`config.mk`:
```
export PLATFORM = sky130hd
export DESIGN_NAME = axi4_lite_cmd_master
export DESIGN_NICKNAME = d
export VERILOG_FILES = /design/src/rtl/axi4_lite_cmd_master.sv
export SDC_FILE = /design/constraint.sdc
export NUM_CORES = 1
export LEC_CHECK = 0
export BUFFER_PORTS_ARGS = -buffer_cell sky130_fd_sc_hd__buf_2
export CORE_AREA = 2 2 162 164
export DETAILED_ROUTE_END_ITERATION = 10
export DIE_AREA = 0 0 164 166
export PLACE_DENSITY = 0.55
export SLEW_MARGIN = 20
export SYNTH_ARGS = -nofsm -noshare
export SYNTH_HDL_FRONTEND = slang
export SYNTH_SLANG_ARGS = --single-unit
```
`constraint.sdc`:
```
create_clock -name aclk -period 2.7 [get_ports aclk]
set_input_delay 0 -clock aclk [delete_from_list [all_inputs] [get_ports aclk]]
set_output_delay 0 -clock aclk [all_outputs]
set_load 0.05 [all_outputs]
```
`src/rtl/axi4_lite_cmd_master.sv`:
```
`default_nettype none
// +----------------------------------------------------------------------------+
// | Module      : axi4_lite_cmd_master                                         |
// | Description : Single-command request/response port to AXI4-Lite master.    |
// |               One transaction outstanding at a time; every accepted        |
// |               command produces exactly one response. Saturating 16-bit     |
// |               counter of error responses.                                  |
// | Ports       : aclk/aresetn      clock, async active-low reset              |
// |               cmd_*             command request (valid/ready)               |
// |               rsp_*             response (valid/ready), rdata, resp, err    |
// |               err_cnt           saturating error-response count            |
// |               m_axi_*           AXI4-Lite master channels (AW/W/B/AR/R)     |
// | Revision    : 1.0 - initial release                                        |
// +----------------------------------------------------------------------------+
module axi4_lite_cmd_master #(
  parameter int         AW   = 32,
  parameter int         DW   = 64,
  parameter logic [2:0] PROT = 3'b000
) (
  input  logic            aclk,
  input  logic            aresetn,
  // command port
  input  logic            cmd_valid,
  output logic            cmd_ready,
  input  logic            cmd_we,
  input  logic [AW-1:0]   cmd_addr,
  input  logic [DW-1:0]   cmd_wdata,
  input  logic [DW/8-1:0] cmd_wstrb,
  // response port
  output logic            rsp_valid,
  input  logic            rsp_ready,
  output logic [DW-1:0]   rsp_rdata,
  output logic [1:0]      rsp_resp,
  output logic            rsp_err,
  output logic [15:0]     err_cnt,
  // AXI4-Lite master side
  output logic [AW-1:0]   m_axi_awaddr,
  output logic [2:0]      m_axi_awprot,
  output logic            m_axi_awvalid,
  input  logic            m_axi_awready,
  output logic [DW-1:0]   m_axi_wdata,
  output logic [DW/8-1:0] m_axi_wstrb,
  output logic            m_axi_wvalid,
  input  logic            m_axi_wready,
  input  logic [2:0]      m_axi_bresp,
  input  logic            m_axi_bvalid,
  output logic            m_axi_bready,
  output logic [AW-1:0]   m_axi_araddr,
  output logic [2:0]      m_axi_arprot,
  output logic            m_axi_arvalid,
  input  logic            m_axi_arready,
  input  logic [DW-1:0]   m_axi_rdata,
  input  logic [1:0]      m_axi_rresp,
  input  logic            m_axi_rvalid,
  output logic            m_axi_rready
);

  typedef enum logic [2:0] {
    IDLE         = 3'd0,
    WR_ADDR_DATA = 3'd1,
    WR_RESP      = 3'd2,
    RD_ADDR      = 3'd3,
    RD_DATA      = 3'd4,
    RSP          = 3'd5
  } state_t;

  state_t            state_q, state_d;
  logic [AW-1:0]     addr_q, addr_d;
  logic [DW-1:0]     wdata_q, wdata_d;
  logic [DW/8-1:0]   wstrb_q, wstrb_d;
  logic              aw_done_q, aw_done_d;
  logic              w_done_q, w_done_d;
  logic [DW-1:0]     rdata_q, rdata_d;
  logic [1:0]        resp_q, resp_d;
  logic [15:0]       err_cnt_q, err_cnt_d;
  logic              resp_capture;

  // bresp[2] carries no meaning for this initiator.
  logic              bresp_unused;
  assign bresp_unused = m_axi_bresp[2];

  // All handshake-side outputs decode registered state only, so no AXI output
  // has a combinational path from an AXI input. cmd_ready is also masked by
  // reset so it reads 0 while aresetn is held low.
  assign cmd_ready     = (state_q == IDLE) && aresetn;
  assign m_axi_awvalid = (state_q == WR_ADDR_DATA) && !aw_done_q;
  assign m_axi_wvalid  = (state_q == WR_ADDR_DATA) && !w_done_q;
  assign m_axi_bready  = (state_q == WR_RESP);
  assign m_axi_arvalid = (state_q == RD_ADDR);
  assign m_axi_rready  = (state_q == RD_DATA);
  assign rsp_valid     = (state_q == RSP);

  assign m_axi_awaddr  = addr_q;
  assign m_axi_araddr  = addr_q;
  assign m_axi_wdata   = wdata_q;
  assign m_axi_wstrb   = wstrb_q;
  assign m_axi_awprot  = PROT;
  assign m_axi_arprot  = PROT;

  assign rsp_rdata     = rdata_q;
  assign rsp_resp      = resp_q;
  assign rsp_err       = (resp_q != 2'b00);
  assign err_cnt       = err_cnt_q;

  always_comb begin
    state_d      = state_q;
    addr_d       = addr_q;
    wdata_d      = wdata_q;
    wstrb_d      = wstrb_q;
    aw_done_d    = aw_done_q;
    w_done_d     = w_done_q;
    rdata_d      = rdata_q;
    resp_d       = resp_q;
    err_cnt_d    = err_cnt_q;
    resp_capture = 1'b0;

    case (state_q)
      IDLE: begin
        if (cmd_valid && cmd_ready) begin
          addr_d    = cmd_addr;
          wdata_d   = cmd_wdata;
          wstrb_d   = cmd_wstrb;
          aw_done_d = 1'b0;
          w_done_d  = 1'b0;
          state_d   = cmd_we ? WR_ADDR_DATA : RD_ADDR;
        end
      end
      WR_ADDR_DATA: begin
        // Each channel retires on its own; once retired its valid stays low
        // for the rest of this command. Leave as soon as both have retired.
        aw_done_d = aw_done_q || (m_axi_awvalid && m_axi_awready);
        w_done_d  = w_done_q  || (m_axi_wvalid  && m_axi_wready);
        if (aw_done_d && w_done_d) begin
          state_d = WR_RESP;
        end
      end
      WR_RESP: begin
        if (m_axi_bvalid) begin
          resp_d       = m_axi_bresp[1:0];
          rdata_d      = '0;
          resp_capture = 1'b1;
          state_d      = RSP;
        end
      end
      RD_ADDR: begin
        if (m_axi_arready) begin
          state_d = RD_DATA;
        end
      end
      RD_DATA: begin
        if (m_axi_rvalid) begin
          resp_d       = m_axi_rresp;
          rdata_d      = m_axi_rdata;
          resp_capture = 1'b1;
          state_d      = RSP;
        end
      end
      RSP: begin
        if (rsp_ready) begin
          state_d = IDLE;
        end
      end
      default: state_d = IDLE;
    endcase

    // Counted on the capturing edge only, so a response parked in RSP under
    // backpressure is counted exactly once.
    if (resp_capture && (resp_d != 2'b00) && (err_cnt_q != 16'hFFFF)) begin
      err_cnt_d = err_cnt_q + 16'd1;
    end
  end

  always_ff @(posedge aclk or negedge aresetn) begin
    if (!aresetn) begin
      state_q   <= IDLE;
      addr_q    <= '0;
      wdata_q   <= '0;
      wstrb_q   <= '0;
      aw_done_q <= 1'b0;
      w_done_q  <= 1'b0;
      rdata_q   <= '0;
      resp_q    <= 2'b00;
      err_cnt_q <= 16'h0000;
    end else begin
      state_q   <= state_d;
      addr_q    <= addr_d;
      wdata_q   <= wdata_d;
      wstrb_q   <= wstrb_d;
      aw_done_q <= aw_done_d;
      w_done_q  <= w_done_d;
      rdata_q   <= rdata_d;
      resp_q    <= resp_d;
      err_cnt_q <= err_cnt_d;
    end
  end

endmodule
`default_nettype wire

```
==> impl_metrics.py <==
metrics = {
    "final_layout": {
        "fill_cells": 2354,
        "area_growth_pct": 56.5,
        "drive_gt1_frac": 0.460,
        "final_cell_area_um2": 12400,
        "nets": 1394,
    },
    "setup_path": {
        "crit_buf_inv": 3,
        "slowest_delay_ns": 0.58,
        "end_kind": "flop",
        "cp_max_fo": 9,
        "cp_top_family": "buffers and inverters",
        "crit_required_ns": 3.05,
        "crit_top_cell": "dlygate4sd3_1",
        "path_cells": "buf_4, mux2_2, dlygate4sd3_1, o22ai_1, dlygate4sd3_1",
        "worstPathArrival_ns": 2.85,
        "crit_type": "reg -> reg",
        "slowest_stage": "dfrtp_1",
        "cp-start-kind": "flop",
        "reg2reg_slack_ns": 0.20,
    },
    "logic_synthesis": {
        "netlist.top_cell.by_area": "dfrtp_1",
        "ys_ff_latch": 191,
        "ys_types": 40,
        "synth_warnings": 0,
        "netlist.area_leader.share": 0.601,
        "synth_edf_count": 0,
        "synth_common_cells": "dfrtp_1 (191), nand2_1 (133), mux2_2 (106)",
        "ys.flop_type": "dfrtp_1",
        "syn_inst": 669,
        "post_synth_main_area_contributors": "dfrtp_1 (60%), mux2_2 (15%), nand2_1 (6.3%)",
        "synthArstFlopShare": 1.00,
        "yosysMostFrequentCell": "dfrtp_1",
        "synth_area_um2": 7950,
        "yosysSeqAreaShare": 0.601,
        "avgSynthCellArea_um2": 11.9,
    },
    "global_route": {
        "grt_pass1_wl_um": 36900,
        "grt_overflow": 0,
        "grt_pass1_vias": 6967,
        "grt_use_total": 0.170,
        "antenna_found_initial": 2,
        "grt_max_degree": 117,
    },
    "run": {
        "cap_viol_max_count": 0,
    },
    "sta": {
        "period_share": 0.927,
        "max_freq_ghz": 0.399,
        "setup_violations": 0,
        "hold_slack_ns": 0.0804,
        "finClkSkew_ns": 0.0119,
        "rsz0062_at_grt": "false",
        "tns_ns": 0,
        "slew_viol_final": 0,
        "relSlewSlack": 0.347,
        "tightest_slew_ns": 0.980,
        "min_period_ns": 2.50,
        "hold_violations": 0,
    },
    "floorplanning": {
        "core-area_um2": 25600,
        "die_w_um": 164,
        "die_area_um2": 27200,
        "die_h_um": 166,
        "io_pins": 415,
        "rows": 59,
        "start_util": 0.310,
    },
    "placed_design": {
        "placed_cell_area_um2": 10100,
        "dp_hpwl_um": 15700,
        "place.gp.congestion": 0.736,
        "io_buffers": 407,
    },
    "cts": {
        "cts_root_buffer": "clkbuf_16",
        "cts_made_buffers": 17,
        "clk_pin_slew_ns": 0.07,
        "htreeDepth": 4,
        "clkLatencyLatePin_ns": 0.42,
        "cts_tree": "built",
        "cts_sinks": 191,
        "cts_buffer_depth": 2,
    },
    "power": {
        "p_leak_nw": 6.14,
        "p_per_area_nw_per_um2": 1420,
        "irDropWorstVdd_mv": 0.886,
    },
    "drt": {
        "via_count": 6806,
        "firstDrtPassIters": 4,
        "drc": 0,
        "drt_iter0_markers": 350,
        "viasPerCell": 4.37,
        "postRouteAntennaNets": 0,
        "routed_wl_um": 23400,
        "wl_per_cell_um": 15.0,
    },
    "status": {
        "outcome": "finished clean",
    },
    "hold_path": {
        "hold_path_class": "in -> reg",
    },
}
## power breakdown
| part | internal [mW] | switching, mW | leakage (nW) |
|---|---|---|---|
| clock network | 1.24 | 1.19 | 0.276 |
| logic | 2.50 | 7.74 | 3.44 |
| registers | 4.19 | 0.767 | 2.42 |
| total | 7.93 | 9.70 | 6.14 |
## worst reg2reg max path, delay by kind of cell, from the launching register on
| kind | cells | cell delay [ns] |
|---|---|---|
| buffers and inverters | 3 | 1.37 |
| flip-flops | 1 | 0.58 |
| multiplexers | 1 | 0.35 |
| AO/OA/AOI/OAI | 1 | 0.15 |
## cells by family after synthesis
kind of cell | synth area share
adder cells (fa/ha/maj) | 0.00157
multiplexers | 0.154
flip-flops | 0.601
AND/OR/NAND/NOR | 0.111
other | 0.000472
AO/OA/AOI/OAI | 0.0548
buffers and inverters | 0.0605
XOR/XNOR | 0.0165
## state kept, by name, indices dropped and copies added (netlist names)
signal / count
aw_done_q: 1
err_cnt: 16
m_axi_araddr: 32
m_axi_wdata: 64
m_axi_wstrb: 8
rsp_rdata: 64
rsp_resp: 2
state_q: 3
w_done_q: 1
## path summary, 6_finish.rpt
kind                                  end           from  cells after the start
hold / removal                rsp_resp[0]   m_axi_rvalid                      3
setup reg to reg               state_q[1]     state_q[0]                      5
max in group asynchronous     err_cnt[15]        aresetn                      4
min in group asynchronous  m_axi_wstrb[0]        aresetn                      3
setup / recovery               state_q[1]     state_q[0]                      5
hold reg to reg             rsp_rdata[40]  rsp_rdata[40]                      2
## per-layer routing
layer	up-vias	share of wire	GRT usage
met1	3220	0.41	0.198
li1	3315	-	-
met2	241	0.51	0.303
met3	28	0.064	0.0467
met5	-	0.00085	0
met4	2	0.022	0.0503
## cell usage in the layout (no fill, tap or decap), drive strengths merged, types with 4 or more instances in the layout
| cell type | instances |
|---|---|
| and3 | 8 |
| buf | 417 |
| clkbuf | 19 |
| clkinv | 6 |
| conb | 6 |
| dfrtp | 191 |
| dlygate4sd3 | 176 |
| inv | 9 |
| mux2 | 107 |
| nand2 | 133 |
| nand3 | 5 |
| nand4 | 9 |
| nor2 | 11 |
| nor3 | 7 |
| nor3b | 4 |
| o21ai | 67 |
| xnor2 | 13 |
## cell type report
type                    instances  area, µm²  area share
diodes                          1       2.50    0.000201
clock buffers                  18        439      0.0353
clock inverters                13        124     0.00996
inverters                       3       11.3    0.000906
multi-input cells             403       2730       0.220
flip-flops and latches        191       4780       0.384
well taps                     335        419      0.0337
repair buffers                594       3930       0.316
## repair_timing
action / CTS / global route
hold buffers: 176 / 0
gates resized for setup: 0 / 0
setup buffers: 0 / 0
endpoints found under the hold margin: 288 / 0
## metrics by stage
stage	std cells	power, mW	setup slack (ns)	util
2_1_floorplan	674	12.9	0.382	-
3_3_place_gp	1350	15.0	0.549	0.395
3_5_place_dp	1350	15.1	0.517	0.395
4_1_cts	1557	17.8	0.217	0.485
5_1_grt	1557	18.6	0.0633	0.485
6_report	1558	17.6	0.196	0.485
No activity file was read; power rests on OpenSTA's default activity.
